`src/rtl/fadd_pkg.sv`:
```
// fadd_pkg: shared widths, the packed single-precision layout and the normalizer FSM states
package fadd_pkg;
  localparam int FP_EXP_W = 8;
  localparam int FP_MAN_W = 23;
  localparam logic [FP_EXP_W-1:0] FP_EXP_MAX = 8'hFF;
  typedef struct packed {
    logic                sign;
    logic [FP_EXP_W-1:0] exp;
    logic [FP_MAN_W-1:0] frac;
  } fp32_t;
  typedef enum logic [1:0] {IDLE, SHIFT, ROUND, DONE} norm_state_t;
endpackage

```
`src/rtl/fp_sub_normalizer_if.sv`:
```
// fp_sub_normalizer_if: operand valid/ready input side and result valid/ready output side
interface fp_sub_normalizer_if import fadd_pkg::*; #(
  parameter int EXP_W = FP_EXP_W,
  parameter int MAN_W = FP_MAN_W
);
  logic                   in_valid;
  logic                   in_ready;
  logic [MAN_W+1:0]       m_r;
  logic                   round_in;
  logic [EXP_W-1:0]       exp_in;
  logic                   sign_in;
  logic                   out_valid;
  logic                   out_ready;
  logic [EXP_W+MAN_W:0]   result;
  logic                   zero;
  logic                   underflow;
  modport master (
    output in_valid, m_r, round_in, exp_in, sign_in, out_ready,
    input  in_ready, out_valid, result, zero, underflow
  );
  modport slave (
    input  in_valid, m_r, round_in, exp_in, sign_in, out_ready,
    output in_ready, out_valid, result, zero, underflow
  );
endinterface

```
`src/rtl/fp_sub_normalizer.sv`:
```
// fp_sub_normalizer: iterative 1-bit/cycle normalize, round-half-up and pack of a subtract result
module fp_sub_normalizer import fadd_pkg::*; #(
  parameter int EXP_W = FP_EXP_W,
  parameter int MAN_W = FP_MAN_W
) (
  input logic                clk,
  input logic                reset,
  fp_sub_normalizer_if.slave bus
);
  localparam int W = MAN_W + 3;
  norm_state_t          state_q, state_d;
  logic [W-1:0]         w_q, w_d;
  logic [EXP_W-1:0]     e_q, e_d;
  logic                 s_q, s_d;
  logic [EXP_W+MAN_W:0] res_q, res_d;
  logic                 zero_q, zero_d;
  logic                 unf_q, unf_d;
  logic [MAN_W:0]       sum;
  logic [EXP_W:0]       e_inc;
  logic [W-1:0]         w_in;
  assign w_in  = {bus.m_r, bus.round_in};
  assign sum   = {1'b0, w_q[MAN_W+1:2]} + (MAN_W+1)'(w_q[1]);
  assign e_inc = {1'b0, e_q} + (EXP_W+1)'(sum[MAN_W]);
  // State and datapath registers; reset aborts any operation in flight
  always_ff @(posedge clk or posedge reset) begin
    if (reset) begin
      state_q <= IDLE;
      w_q     <= '0;
      e_q     <= '0;
      s_q     <= 1'b0;
      res_q   <= '0;
      zero_q  <= 1'b0;
      unf_q   <= 1'b0;
    end else begin
      state_q <= state_d;
      w_q     <= w_d;
      e_q     <= e_d;
      s_q     <= s_d;
      res_q   <= res_d;
      zero_q  <= zero_d;
      unf_q   <= unf_d;
    end
  end
  // Next state: accept, shift until the implicit-1 slot is set or the exponent runs out, round, hold
  always_comb begin
    state_d = state_q;
    w_d     = w_q;
    e_d     = e_q;
    s_d     = s_q;
    res_d   = res_q;
    zero_d  = zero_q;
    unf_d   = unf_q;
    case (state_q)
      IDLE: if (bus.in_valid) begin
        w_d     = w_in;
        e_d     = bus.exp_in;
        s_d     = bus.sign_in;
        res_d   = '0;
        zero_d  = w_in == '0;
        unf_d   = 1'b0;
        state_d = (w_in == '0) ? DONE : SHIFT;
      end
      SHIFT: if (w_q[W-1]) begin
        state_d = ROUND;
      end else if (e_q == EXP_W'(1)) begin
        res_d   = {s_q, {(EXP_W+MAN_W){1'b0}}};
        unf_d   = 1'b1;
        state_d = DONE;
      end else begin
        w_d = w_q << 1;
        e_d = e_q - EXP_W'(1);
      end
      ROUND: begin
        res_d   = (e_inc[EXP_W] || &e_inc[EXP_W-1:0])
                ? {s_q, {(EXP_W-1){1'b1}}, 1'b0, {MAN_W{1'b1}}}
                : {s_q, e_inc[EXP_W-1:0], sum[MAN_W-1:0]};
        state_d = DONE;
      end
      DONE: if (bus.out_ready) state_d = IDLE;
      default: state_d = IDLE;
    endcase
  end
  assign bus.in_ready  = state_q == IDLE;
  assign bus.out_valid = state_q == DONE;
  assign bus.result    = res_q;
  assign bus.zero      = zero_q;
  assign bus.underflow = unf_q;
endmodule

```
`src/flat_wrapper.sv`:
```
// flat-port wrapper written by rule: the top's interface ports become plain ports
module fp_sub_normalizer_flat import fadd_pkg::*;
#(
  parameter int EXP_W = FP_EXP_W,
  parameter int MAN_W = FP_MAN_W
)
  (clk, reset, bus_in_valid, bus_m_r, bus_round_in, bus_exp_in, bus_sign_in, bus_out_ready, bus_in_ready, bus_out_valid, bus_result, bus_zero, bus_underflow);
  fp_sub_normalizer_if #(.EXP_W(EXP_W), .MAN_W(MAN_W)) bus_i ();
  input logic clk;
  input logic reset;
  input wire logic [$bits(bus_i.in_valid)-1:0] bus_in_valid;
  input wire logic [$bits(bus_i.m_r)-1:0] bus_m_r;
  input wire logic [$bits(bus_i.round_in)-1:0] bus_round_in;
  input wire logic [$bits(bus_i.exp_in)-1:0] bus_exp_in;
  input wire logic [$bits(bus_i.sign_in)-1:0] bus_sign_in;
  input wire logic [$bits(bus_i.out_ready)-1:0] bus_out_ready;
  output wire logic [$bits(bus_i.in_ready)-1:0] bus_in_ready;
  output wire logic [$bits(bus_i.out_valid)-1:0] bus_out_valid;
  output wire logic [$bits(bus_i.result)-1:0] bus_result;
  output wire logic [$bits(bus_i.zero)-1:0] bus_zero;
  output wire logic [$bits(bus_i.underflow)-1:0] bus_underflow;
  assign bus_i.in_valid = bus_in_valid;
  assign bus_i.m_r = bus_m_r;
  assign bus_i.round_in = bus_round_in;
  assign bus_i.exp_in = bus_exp_in;
  assign bus_i.sign_in = bus_sign_in;
  assign bus_i.out_ready = bus_out_ready;
  assign bus_in_ready = bus_i.in_ready;
  assign bus_out_valid = bus_i.out_valid;
  assign bus_result = bus_i.result;
  assign bus_zero = bus_i.zero;
  assign bus_underflow = bus_i.underflow;
  fp_sub_normalizer #(.EXP_W(EXP_W), .MAN_W(MAN_W)) u_core (.clk(clk), .reset(reset), .bus(bus_i));
endmodule
```
`config.mk`:
```
export PLATFORM = sky130hd
export DESIGN_NAME = fp_sub_normalizer_flat
export DESIGN_NICKNAME = d
export VERILOG_FILES = /design/src/rtl/fadd_pkg.sv /design/src/rtl/fp_sub_normalizer_if.sv /design/src/rtl/fp_sub_normalizer.sv /design/src/flat_wrapper.sv
export SDC_FILE = /design/constraint.sdc
export NUM_CORES = 1
export LEC_CHECK = 0
export ABC_AREA = 1
export BUFFER_PORTS_ARGS = -buffer_cell sky130_fd_sc_hd__buf_4
export CAP_MARGIN = 15
export CELL_PAD_IN_SITES_DETAIL_PLACEMENT = 0
export CELL_PAD_IN_SITES_GLOBAL_PLACEMENT = 1
export CORE_ASPECT_RATIO = 0.9
export CORE_MARGIN = 2
export CORE_UTILIZATION = 30
export CTS_CLUSTER_DIAMETER = 60
export DETAILED_ROUTE_END_ITERATION = 6
export PLACE_DENSITY = 0.66
export SYNTH_ARGS = -nofsm -noshare
export SYNTH_HDL_FRONTEND = slang
export SYNTH_SLANG_ARGS = --single-unit
```
`constraint.sdc`:
```
create_clock -name clk -period 4.7 [get_ports clk]
set_input_delay 0.94 -clock clk [delete_from_list [all_inputs] [get_ports clk]]
set_output_delay 0.94 -clock clk [all_outputs]
set_load 0.1 [all_outputs]
```
* After elaboration in Yosys (flattened, before gate mapping)
Cells that the tools add are included.
** Cells by class
- $lt $le $gt $ge :: 0
- Bitwise logic cells :: 0
- Add/sub/neg operators :: 3
- Shift-type cells :: 0
- Multipliers :: 0
- Eq/ne operators :: 10
- Mux-type cells :: 23
- Reduce and logical (&&, ||, !) cells :: 12
- Div/mod/pow operators :: 0
** Operators with widths (number)
- two-way mux 32 bit :: 3
- one-hot mux 32 bit (3 select lines) :: 1
- two-way mux 26 bit :: 3
- one-hot mux 26 bit (2 select lines) :: 1
- two-way mux 31 bit :: 1
- zero test 26 bit :: 1
- adder 23 x 1 -> 24 bit :: 1
- two-way mux 8 bit :: 3
- one-hot mux 8 bit (2 select lines) :: 1
- AND reduction 4 bit :: 3
- two-way mux 2 bit :: 5
- adder 8 x 1 -> 9 bit :: 1
- equality test 8 x 1 -> 1 bit (second input constant) :: 1
- != test 2 bit (second input constant) :: 4
- one-hot mux 2 bit (4 select lines) :: 1
- AND reduction 8 bit :: 1
- subtractor 8 x 1 -> 8 bit (second input constant) :: 1
- equality test 2 bit (second input constant) :: 2
- AND reduction 2 bit :: 2
- two-way mux 1 bit :: 3
- != test 3 x 1 -> 1 bit (second input constant) :: 1
- AND reduction 3 bit :: 1
- nonzero test 3 bit :: 1
- equality test 2 x 1 -> 1 bit (second input constant) :: 1
- 5 further kinds :: 5
** Word-level totals
- RAM bits :: 0
- ROM bits :: 0
- Register bits after elaboration :: 71
- Memories kept :: 0
- Word-level logic and storage cells :: 56
- Input port bits :: 39
- Latch bits :: 0

* Longest topological paths before layout
Gate-level depths: netlist of the first run.
- Depth after elaboration :: 6
- Gate-level depth with buffers :: 17
- Gate-level depth less buffers :: 16

* Worst setup path before layout of the first run
Ideal clock, no wire load.
- Path type :: register to register
- From :: register u_core.state_q[0]
- To :: register u_core.e_q[1]
- Stages on the path, launching flop included :: 9
- Arrival time :: 2381 ps
- Period minus slack after synthesis :: 2511 ps
- Required time :: 4570 ps
- Slack :: 2189 ps
- Cells stage by stage :: dfrtp_1 inv_1 ha_1 nand2_1 o21ai_2 nand3_2 inv_2 clkbuf_1 o21ai_0
** On the way
- Word-level cells in the longest chain between the ends :: 3
** RTL lines
- start, declared :: RTL line fp_sub_normalizer.sv:11 : norm_state_t state_q, state_d;
- start signal, assigned :: RTL line fp_sub_normalizer.sv:35 : state_q <= state_d;
- zero test 2 bit *
- named net bus_in_ready :: RTL line flat_wrapper.sv:17 : output wire logic [$bits(bus_i.in_ready)-1:0] bus_in_ready;
- != test 2 bit (no source line) / nonzero test 2 bit (equally long branches)
- AND reduction 4 bit (no source line)
- end signal, assigned :: RTL line fp_sub_normalizer.sv:29 : e_q <= '0;
- end signal, assigned :: RTL line fp_sub_normalizer.sv:37 : e_q <= e_d;
- end, declared :: RTL line fp_sub_normalizer.sv:13 : logic [EXP_W-1:0] e_q, e_d;
Mark *: on every way through the listed nets, which the timed path passes. The rest lies on a longest branch.
A chain may end at the register's enable or synchronous reset.

* Worst setup path in the final report of the first run
- From :: register u_core.w_q[2]
- To :: register u_core.res_q[23], in the netlist u_core.bus.result[23]
** On the way
- Word-level cells in the longest chain between the ends :: 6
** RTL lines
- start, declared :: RTL line fp_sub_normalizer.sv:12 : logic [W-1:0] w_q, w_d;
- start signal, assigned :: RTL line fp_sub_normalizer.sv:36 : w_q <= w_d;
- adder 23 x 1 -> 24 bit * :: RTL line fp_sub_normalizer.sv:22 : assign sum = {1'b0, w_q[MAN_W+1:2]} + (MAN_W+1)'(w_q[1]);
- adder 8 x 1 -> 9 bit * :: RTL line fp_sub_normalizer.sv:23 : assign e_inc = {1'b0, e_q} + (EXP_W+1)'(sum[MAN_W]);
- AND reduction 8 bit :: RTL line fp_sub_normalizer.sv:74 : res_d = (e_inc[EXP_W] || &e_inc[EXP_W-1:0])
- logical OR 1 bit :: RTL line fp_sub_normalizer.sv:74
- two-way mux 31 bit * :: RTL line fp_sub_normalizer.sv:75 : ? {s_q, {(EXP_W-1){1'b1}}, 1'b0, {MAN_W{1'b1}}}
- one-hot mux 32 bit (3 select lines) * :: RTL line fp_sub_normalizer.sv:53 : case (state_q)
- end signal, assigned :: RTL line fp_sub_normalizer.sv:39 : res_q <= res_d;
- end, declared :: RTL line fp_sub_normalizer.sv:15 : logic [EXP_W+MAN_W:0] res_q, res_d;
Mark *: on every way between the ends. The rest lies on a longest branch, timed or not.

==> flow_metrics.env, run 1 <==
export IMPL_cts_made_buffers=9
export IMPL_syn_avg_cell_area_um2=6.99
export IMPL_netlist_area_leader_share=0.395
export IMPL_cts_resized_gates=0
export IMPL_drtIter0Drc=287
export IMPL_setup_tns_ns=0
export IMPL_critPathMaxFanout=30
export IMPL_synth_edf_count=0
export IMPL_crit_slowest_cell="nand3_2"
export IMPL_htree_num_levels=3
export IMPL_fin_hold_ws_ns=0.477
export IMPL_p_clk_frac=0.146
export IMPL_required_ns=4.92
export IMPL_synth_area_leaders="dfrtp_1, nand2_1, inv_1"
export IMPL_dpl_hpwl_um=9680
export IMPL_drive_gt1_frac=0.162
export IMPL_coreArea_um2=14700
export IMPL_initial_utilization=0.307
export IMPL_antenna_found_initial=0
export IMPL_place_congestion=0.840
export IMPL_final_antenna_net_count=0
export IMPL_drcViolationCount=0
export IMPL_hold_path_class="register to register"
export IMPL_leakagePower_nw=2.83
export IMPL_rsz0062_at_grt="no"
export IMPL_clockBufferDepth=2
export IMPL_synthAdderAreaFrac=0.0306
export IMPL_critPathLaunchType="register"
export IMPL_slew_headroom=0.284
export IMPL_fp_dieW_um=133
export IMPL_synth_compound_area_share=0.104
export IMPL_row_count=42
export IMPL_fmax_mhz=294
export IMPL_grt_use_total=0.168
export IMPL_grt_start_max_net_pins=61
export IMPL_cts_tree="built"
export IMPL_synth_simple_area_share=0.334
export IMPL_period_needed_ns=3.40
export IMPL_pwr_share_comb=0.582
export IMPL_num_vias=4185
export IMPL_grt_pass1_vias=4062
export IMPL_max_cap_viol_count=0
export IMPL_grt_overflow=0
export IMPL_status="finished clean"
export IMPL_hold_viol=0
export IMPL_slew_violations=0
export IMPL_synth_seq_area_share=0.395
export IMPL_ys_ff_latch=71
export IMPL_worstSetupPathType="register to register"
export IMPL_vdd_drop_max_v=0.000393
export IMPL_port_buffers=74
export IMPL_power_internal_w=0.00181
export IMPL_netlist_area_um2=4500
export IMPL_power_density_nw_per_um2=751
export IMPL_drt_met1_wl_um=7010
export IMPL_die_area_um2=16000
export IMPL_top_layer="met4"
export IMPL_grt_pass1_wl_um=21100
export IMPL_swShare=0.557
export IMPL_cp_common_cell="nand3_1"
export IMPL_cp_cell_sequence="ha_1 -> nand3_1 -> nor2_1 -> nand4_1 -> nor4_1 -> ha_1 -> nand3_1 -> o21ai_0 -> nand3_1 -> inv_1 -> nand3_2 -> nand4_1 -> nand2_1"
export IMPL_routedWlPerCell_um=14.0
export IMPL_synth_top_family_by_area="simple AND/OR/NAND/NOR gates"
export IMPL_max_stage_delay_ns=0.52
export IMPL_ios=75
export IMPL_synthMuxAreaShare=0.00250
export IMPL_synth_distinct_cells=30
export IMPL_async_flop_share=1.00
export IMPL_via_per_inst=4.60
export IMPL_synth_area_leader_cell="dfrtp_1"
export IMPL_yosysWarnings=0
export IMPL_ctsHoldBuffers=0
export IMPL_syn_nets=693
export IMPL_worstSkewPairLatency_ns=0.34
export IMPL_sequentialPowerShare=0.271
export IMPL_r2r_slack_ns=1.30
export IMPL_die_h_um=120
export IMPL_wl_met2_um=4900
export IMPL_wl_um=12700
export IMPL_ys_flop_type="dfrtp_1"
export IMPL_finalCritPeriodShare=0.723
export IMPL_finalClockSkew_ns=0.00786
export IMPL_switching_power_w=0.00228
export IMPL_synthTopCellsByCount="nand2_1, inv_1, dfrtp_1"
export IMPL_syn_to_final_growth_pct=21.2
export IMPL_dr_pass1_iters=5
export IMPL_cts_sinks=71
export IMPL_wl_met3_um=650
export IMPL_synth_xor_area_share=0.0331
export IMPL_synth_most_common_cell="nand2_1"
export IMPL_nets=758
export IMPL_cts_clk_slew_worst_paths_ns=0.06
export IMPL_synth_cells=643
export IMPL_clock_root_buffer="clkbuf_16"
export IMPL_postCtsSetupRepairBufs=0
export IMPL_setup_viol=0
export IMPL_tightest_slew_ns=1.07
export IMPL_crit_path_end_kind="register"
export IMPL_arrival_ns=3.62
export IMPL_antennaDiodeCount=0
layer usage:
layer  track usage  vias up
li1              -     2173
met1         0.261     1900
met2         0.230      101
met3        0.0376       11
met4        0.0464        0
met5             0        -
logic make-up after synthesis:
| family | after synthesis |
|---|---|
| xor gates and xnor gates | 17 |
| and+or+nand+nor | 350 |
| muxes | 1 |
| buffers and inverters | 110 |
| AOI/OAI and AO/OA | 83 |
| DFF | 71 |
| adders and majority gates | 11 |
layout make-up:
type / count / area (µm²)
clock inverters: 2 / 10.0
multi-input cells: 462 / 2270
well taps: 198 / 248
clock buffers: 12 / 236
fillers: 1622 / 9210
inverters: 85 / 319
repair buffers: 79 / 593
flip-flops and latches: 71 / 1780
power by group through the flow:
stage                     Sequential, W  Clock [W]  Combinational (W)
after global routing            0.00115   0.000644            0.00260
after global placement          0.00112          0            0.00239
final                           0.00111   0.000599            0.00238
after CTS                       0.00111   0.000617            0.00240
after floorplan                 0.00178          0            0.00115
after detailed placement        0.00112          0            0.00239
through the flow:
stage	utilization	cell area (µm²)	power, W	worst slack (ns)	std cells
3_3_place_gp	0.355	5200	0.00351	1.47	895
5_1_grt	0.372	5450	0.00439	0.870	909
3_5_place_dp	0.355	5200	0.00351	1.29	895
2_1_floorplan	-	4500	0.00293	1.96	643
6_report	0.372	5450	0.00409	1.30	909
4_1_cts	0.372	5450	0.00413	1.26	909
sequential cells by signal, indices dropped and copies added (netlist names):
signal and cells:
u_core.e_q 8, u_core.state_q 2, u_core.bus.underflow 1, u_core.bus.result 32
u_core.s_q 1, u_core.w_q 26, u_core.bus.zero 1
path summary, 6_finish.rpt:
check / startpoint / endpoint / cells after the start
min in group asynchronous: reset / u_core.bus.result[7]$_DFFE_PP0P_ / 2
min: u_core.bus.result[24]$_DFFE_PP0P_ / u_core.bus.result[24]$_DFFE_PP0P_ / 2
max: u_core.w_q[2]$_DFFE_PP0P_ / u_core.bus.result[23]$_DFFE_PP0P_ / 13
max reg2reg: u_core.w_q[2]$_DFFE_PP0P_ / u_core.bus.result[23]$_DFFE_PP0P_ / 13
max in group asynchronous: reset / u_core.bus.result[14]$_DFFE_PP0P_ / 3
min reg2reg: u_core.bus.result[24]$_DFFE_PP0P_ / u_core.bus.result[24]$_DFFE_PP0P_ / 2
critical path, delay by kind of cell (launching register included):
kind / cells / cell delay (ns)
compound gates: 1 / 0.25
fa+ha+maj: 2 / 0.47
buf+inv: 1 / 0.09
flops: 1 / 0.37
simple gates: 9 / 2.10
layout by cell type (no fill, tap or decap), types with 2 or more instances in the layout:
| master | instances |
|---|---|
| nand3_1 | 46 |
| nand2_2 | 2 |
| xor2_1 | 16 |
| or2_2 | 2 |
| ha_1 | 11 |
| o211ai_1 | 3 |
| nand2_1 | 220 |
| dfrtp_1 | 71 |
| nor2_1 | 49 |
| inv_2 | 4 |
| nand4_1 | 13 |
| clkbuf_1 | 3 |
| o21ai_0 | 45 |
| nor2_4 | 2 |
| o22ai_1 | 22 |
| nor3_1 | 3 |
| o21ai_2 | 3 |
| inv_1 | 81 |
| clkinv_2 | 2 |
| nand3_2 | 10 |
| nor4_1 | 2 |
| buf_4 | 79 |
| a21oi_1 | 7 |
| clkbuf_16 | 9 |
(Power assumes the default switching activity.)
==> run 2: changes to the inputs <==
clock period = 3.3 ns   (was 4.7 ns; I/O delays follow)
==> run 2 against run 1 <==
Against the previous run:
- non-clock buffer count rose by 6
- core utilization rose by 0.82 points
- sequential power rose by 41%
- maximum frequency rose by 18%
- final cell count rose by 0.88%
- combinational power rose by 43%
- total power rose by 46%
- clock-buffer cell count fell by 1
- setup slack got worse by 0.88 ns
- flip-flop and latch count did not move
- die area did not move
- largest power group unchanged
==> flow_metrics.env, run 2 (same netlist as run 1, synthesis figures left out) <==
export IMPL_die_h_um=120
export IMPL_drcViolationCount=0
export IMPL_grt_start_max_net_pins=61
export IMPL_rr_worst_depth=17
export IMPL_slew_headroom=0.466
export IMPL_initial_utilization=0.307
export IMPL_cts_sinks=71
export IMPL_finalPower_w=0.00597
export IMPL_final_common_cell="nand2_1"
export IMPL_place_congestion=0.853
export IMPL_max_cap_viol_count=0
export IMPL_ctsHoldBuffers=0
export IMPL_drive_gt1_frac=0.175
export IMPL_grt_pass1_vias=3997
export IMPL_critPathMaxFanout=30
export IMPL_rsz0062_at_grt="no"
export IMPL_coreArea_um2=14700
export IMPL_clockBufferDepth=2
export IMPL_cts_clk_slew_worst_paths_ns=0.06
export IMPL_fmax_mhz=347
export IMPL_via_per_inst=4.64
export IMPL_grt_overflow=0
export IMPL_hold_viol=0
export IMPL_nets=764
export IMPL_dpl_hpwl_um=9750
export IMPL_syn_to_final_growth_pct=23.8
export IMPL_rr_endpoint="u_core.bus.result[13]$_DFFE_PP0P_"
export IMPL_leakagePower_nw=2.90
export IMPL_setup_viol=0
export IMPL_period_needed_ns=2.88
export IMPL_htree_num_levels=3
export IMPL_postCtsSetupRepairBufs=0
export IMPL_cts_resized_gates=0
export IMPL_worstSetupPathType="register to register"
export IMPL_layout_common_cells="nand2_1, buf_4, inv_1, dfrtp_1, nor2_1"
export IMPL_cts_made_buffers=9
export IMPL_clock_root_buffer="clkbuf_16"
export IMPL_cp_cell_sequence="ha_1 -> nand3_1 -> nor2_1 -> nand4_1 -> nor4_1 -> ha_1 -> nand2_1 -> nor2_2 -> nand2_1 -> nand2_1 -> nand2_1 -> nor2_1 -> nand3_2 -> buf_12 -> nand3_1 -> nand2_1 -> nand2_1"
export IMPL_r2r_slack_ns=0.42
export IMPL_cp_common_cell="nand2_1"
export IMPL_wl_um=12600
export IMPL_critPathLaunchType="register"
export IMPL_fin_hold_ws_ns=0.414
export IMPL_vdd_drop_max_v=0.000755
export IMPL_slew_violations=0
export IMPL_routedWlPerCell_um=13.8
export IMPL_die_area_um2=16000
export IMPL_finalCritPeriodShare=0.872
export IMPL_pwr_share_comb=0.570
export IMPL_switching_power_w=0.00325
export IMPL_crit_slowest_cell="nor4_1"
export IMPL_p_clk_frac=0.166
export IMPL_finalClockSkew_ns=0.0106
export IMPL_tightest_slew_ns=0.800
export IMPL_final_antenna_net_count=0
export IMPL_required_ns=3.58
export IMPL_ios=75
export IMPL_antenna_found_initial=0
export IMPL_cts_tree="built"
export IMPL_cp_top_family="simple AND/OR/NAND/NOR gates"
export IMPL_grt_use_total=0.167
export IMPL_max_stage_delay_ns=0.42
export IMPL_fp_dieW_um=133
export IMPL_swShare=0.544
export IMPL_cp_num_buf_inv=1
export IMPL_crit_path_end_kind="register"
export IMPL_grt_pass1_wl_um=20800
export IMPL_antennaDiodeCount=0
export IMPL_row_count=42
export IMPL_port_buffers=74
export IMPL_arrival_ns=3.16
export IMPL_drtIter0Drc=374
export IMPL_setup_tns_ns=0
export IMPL_r2r_start="u_core.w_q[1]$_DFFE_PP0P_"
export IMPL_nFillCells=1617
export IMPL_hold_path_class="input pin to asynchronous set/reset pin"
export IMPL_power_internal_w=0.00272
export IMPL_power_density_nw_per_um2=1070
export IMPL_sequentialPowerShare=0.264
export IMPL_num_vias=4255
export IMPL_largest_reg_flops=32
export IMPL_status="finished clean"
export IMPL_dr_pass1_iters=5
export IMPL_worstSkewPairLatency_ns=0.34
run 2: cell type report:
type                    instances  area (µm²)  share of cell area
repair buffers                 85         651               0.117
multi-input cells             462        2270               0.407
flip-flops and latches         71        1780               0.319
inverters                      85         319              0.0573
well taps                     198         248              0.0445
clock inverters                 5        56.3              0.0101
clock buffers                  11         253              0.0454
run 2: through the flow:
step                      instances  area [µm²]   util  setup WS, ns
final                           917        5570  0.380         0.421
after global routing            917        5570  0.380         0.105
after CTS                       917        5570  0.380         0.385
after detailed placement        901        5260  0.359         0.426
after global placement          901        5260  0.359         0.513
after floorplan                 643        4500      -         0.789
run 2: worst max path at each step:
stage	startpoint	end	slack, ns	cells past startpoint
2_1_floorplan	u_core.state_q[0]$_DFFE_PP0P_	u_core.e_q[1]$_DFFE_PP0P_	0.79	8
3_3_place_gp	u_core.w_q[1]$_DFFE_PP0P_	u_core.bus.result[17]$_DFFE_PP0P_	0.51	17
3_5_place_dp	u_core.w_q[1]$_DFFE_PP0P_	u_core.bus.result[17]$_DFFE_PP0P_	0.43	17
4_1_cts	u_core.w_q[1]$_DFFE_PP0P_	u_core.bus.result[17]$_DFFE_PP0P_	0.39	17
5_1_grt	u_core.w_q[1]$_DFFE_PP0P_	u_core.bus.result[4]$_DFFE_PP0P_	0.11	17
6_report	u_core.w_q[1]$_DFFE_PP0P_	u_core.bus.result[13]$_DFFE_PP0P_	0.42	17
run 2: per-layer routing:
| metal | vias up | GRT usage | share of wire | routed length (µm) |
|---|---|---|---|---|
| li1 | 2186 | - | - | - |
| met1 | 1926 | 0.262 | 0.54 | 6820 |
| met2 | 136 | 0.225 | 0.39 | 4920 |
| met3 | 7 | 0.0359 | 0.061 | 764 |
| met4 | 0 | 0.0497 | 0.0086 | 108 |
| met5 | - | 0 | 0 | 0 |
run 2: power groups by stage:
stage	logic, W	registers [W]	clock network, W
3_3_place_gp	0.00339	0.00158	0
3_5_place_dp	0.00340	0.00159	0
4_1_cts	0.00341	0.00157	0.00102
6_report	0.00340	0.00157	0.000992
2_1_floorplan	0.00164	0.00254	0
5_1_grt	0.00372	0.00163	0.00106
==> run 3: changes to the inputs <==
CORE_ASPECT_RATIO = 0.75   (was 0.9)
clock period = 3.15 ns   (was 3.3 ns; I/O delays follow)
==> run 3 against run 2 <==
Against the previous run:
- total power is 6.6% higher
- first-iteration DRC count is 27% lower
- global-route usage is 0.48 points higher
==> flow_metrics.env, run 3 (same netlist as run 1, synthesis figures left out) <==
export IMPL_status="finished clean"
export IMPL_setup_tns_ns=0
export IMPL_postCtsSetupRepairBufs=0
export IMPL_wl_um=13200
export IMPL_cts_made_buffers=9
export IMPL_ios=75
export IMPL_cts_resized_gates=0
export IMPL_nets=765
export IMPL_r2r_start="u_core.state_q[1]$_DFFE_PP0P_"
export IMPL_period_needed_ns=2.69
export IMPL_crit_path_end_kind="register"
export IMPL_layout_common_cells="nand2_1, buf_4, inv_1, dfrtp_1, nor2_1"
export IMPL_drive_gt1_frac=0.174
export IMPL_critPathLaunchType="register"
export IMPL_antennaDiodeCount=0
export IMPL_drtIter0Drc=273
export IMPL_slew_violations=0
export IMPL_die_area_um2=16000
export IMPL_hold_path_class="input pin to asynchronous set/reset pin"
export IMPL_arrival_ns=2.93
export IMPL_cts_tree="built"
export IMPL_final_antenna_net_count=0
export IMPL_htree_num_levels=3
export IMPL_initial_utilization=0.309
export IMPL_leakagePower_nw=2.90
export IMPL_grt_overflow=0
export IMPL_row_count=38
export IMPL_final_common_cell="nand2_1"
export IMPL_place_congestion=0.916
export IMPL_hold_viol=0
export IMPL_grt_pass1_vias=4020
export IMPL_rsz0062_at_grt="no"
export IMPL_port_buffers=74
export IMPL_syn_to_final_growth_pct=24.2
export IMPL_dpl_hpwl_um=10200
export IMPL_fp_dieW_um=145
export IMPL_worstSkewPairLatency_ns=0.33
export IMPL_finalCritPeriodShare=0.853
export IMPL_routedWlPerCell_um=14.3
export IMPL_dr_pass1_iters=5
export IMPL_grt_pass1_wl_um=21600
export IMPL_clockBufferDepth=2
export IMPL_die_h_um=110
export IMPL_max_cap_viol_count=0
export IMPL_finish_instance_area_um2=5590
export IMPL_vdd_drop_max_v=0.000522
export IMPL_drcViolationCount=0
export IMPL_num_vias=4255
export IMPL_grt_use_total=0.172
export IMPL_via_per_inst=4.63
export IMPL_largest_reg_flops=32
export IMPL_power_density_nw_per_um2=1140
export IMPL_fin_cells=920
export IMPL_worstSetupStartpoint="u_core.state_q[1]$_DFFE_PP0P_"
export IMPL_cts_clk_slew_worst_paths_ns=0.06
export IMPL_critPathMaxFanout=24
export IMPL_required_ns=3.39
export IMPL_worstSetupPathType="register to register"
export IMPL_fin_hold_ws_ns=0.416
export IMPL_nFillCells=1618
export IMPL_detailed_place_area_um2=5270
export IMPL_clock_root_buffer="clkbuf_16"
export IMPL_coreArea_um2=14500
export IMPL_antenna_found_initial=0
export IMPL_grt_start_max_net_pins=42
export IMPL_fmax_mhz=372
export IMPL_tightest_slew_ns=0.688
export IMPL_dp_cells=904
export IMPL_setup_viol=0
export IMPL_cts_sinks=71
export IMPL_slew_headroom=0.541
export IMPL_finalClockSkew_ns=0.00633
export IMPL_ctsHoldBuffers=0
run 3: routing by layer:
metal | share of wire | track usage | up-vias
met5 | 0 | 0 | -
met4 | 0.0076 | 0.0427 | 0
met3 | 0.053 | 0.0366 | 6
met2 | 0.37 | 0.219 | 120
met1 | 0.57 | 0.281 | 1941
li1 | - | - | 2188
run 3: through the flow:
step           utilization  total power [W]  worst slack, ns
6_report             0.384          0.00636            0.463
5_1_grt              0.384          0.00683           0.0648
3_3_place_gp         0.362          0.00529            0.398
2_1_floorplan            -          0.00438            0.639
4_1_cts              0.383          0.00641            0.229
3_5_place_dp         0.362          0.00531            0.246
run 3: cell type report:
type / count / area (µm²) / share of cell area
well taps: 200 / 250 / 0.0448
flip-flops and latches: 71 / 1780 / 0.318
clock buffers: 12 / 236 / 0.0423
clock inverters: 4 / 70.1 / 0.0125
inverters: 85 / 319 / 0.0571
multi-input cells: 462 / 2270 / 0.407
repair buffers: 86 / 662 / 0.118
run 3: path summary, 6_finish.rpt:
kind / to / slack (ns) / depth (start not counted)
worst max-delay path: u_core.w_q[7]$_DFFE_PP0P_ / 0.46 / 9
worst min-delay path: u_core.bus.result[23]$_DFFE_PP0P_ / 0.42 / 2
worst max register to register: u_core.w_q[7]$_DFFE_PP0P_ / 0.46 / 9
worst min register to register: u_core.bus.result[24]$_DFFE_PP0P_ / 0.48 / 2
max in group asynchronous: u_core.w_q[2]$_DFFE_PP0P_ / 2.06 / 3
min in group clk: u_core.bus.result[24]$_DFFE_PP0P_ / 0.48 / 2
run 3: worst max-delay path: stages, from the launching register on:
cell and delay (ns):
dfrtp_1 0.43, inv_1 0.13, ha_1 0.53, inv_2 0.29, o21ai_2 0.29, nand3_2 0.17
inv_2 0.32, buf_4 0.28, nand2_1 0.07, o21ai_0 0.08
run 3: power breakdown:
part           switching (W)  internal (W)  leakage, nW  total [W]
clock network       0.000374      0.000691        0.151    0.00107
registers           0.000369       0.00130        0.925    0.00167
logic                0.00271      0.000921         1.83    0.00363
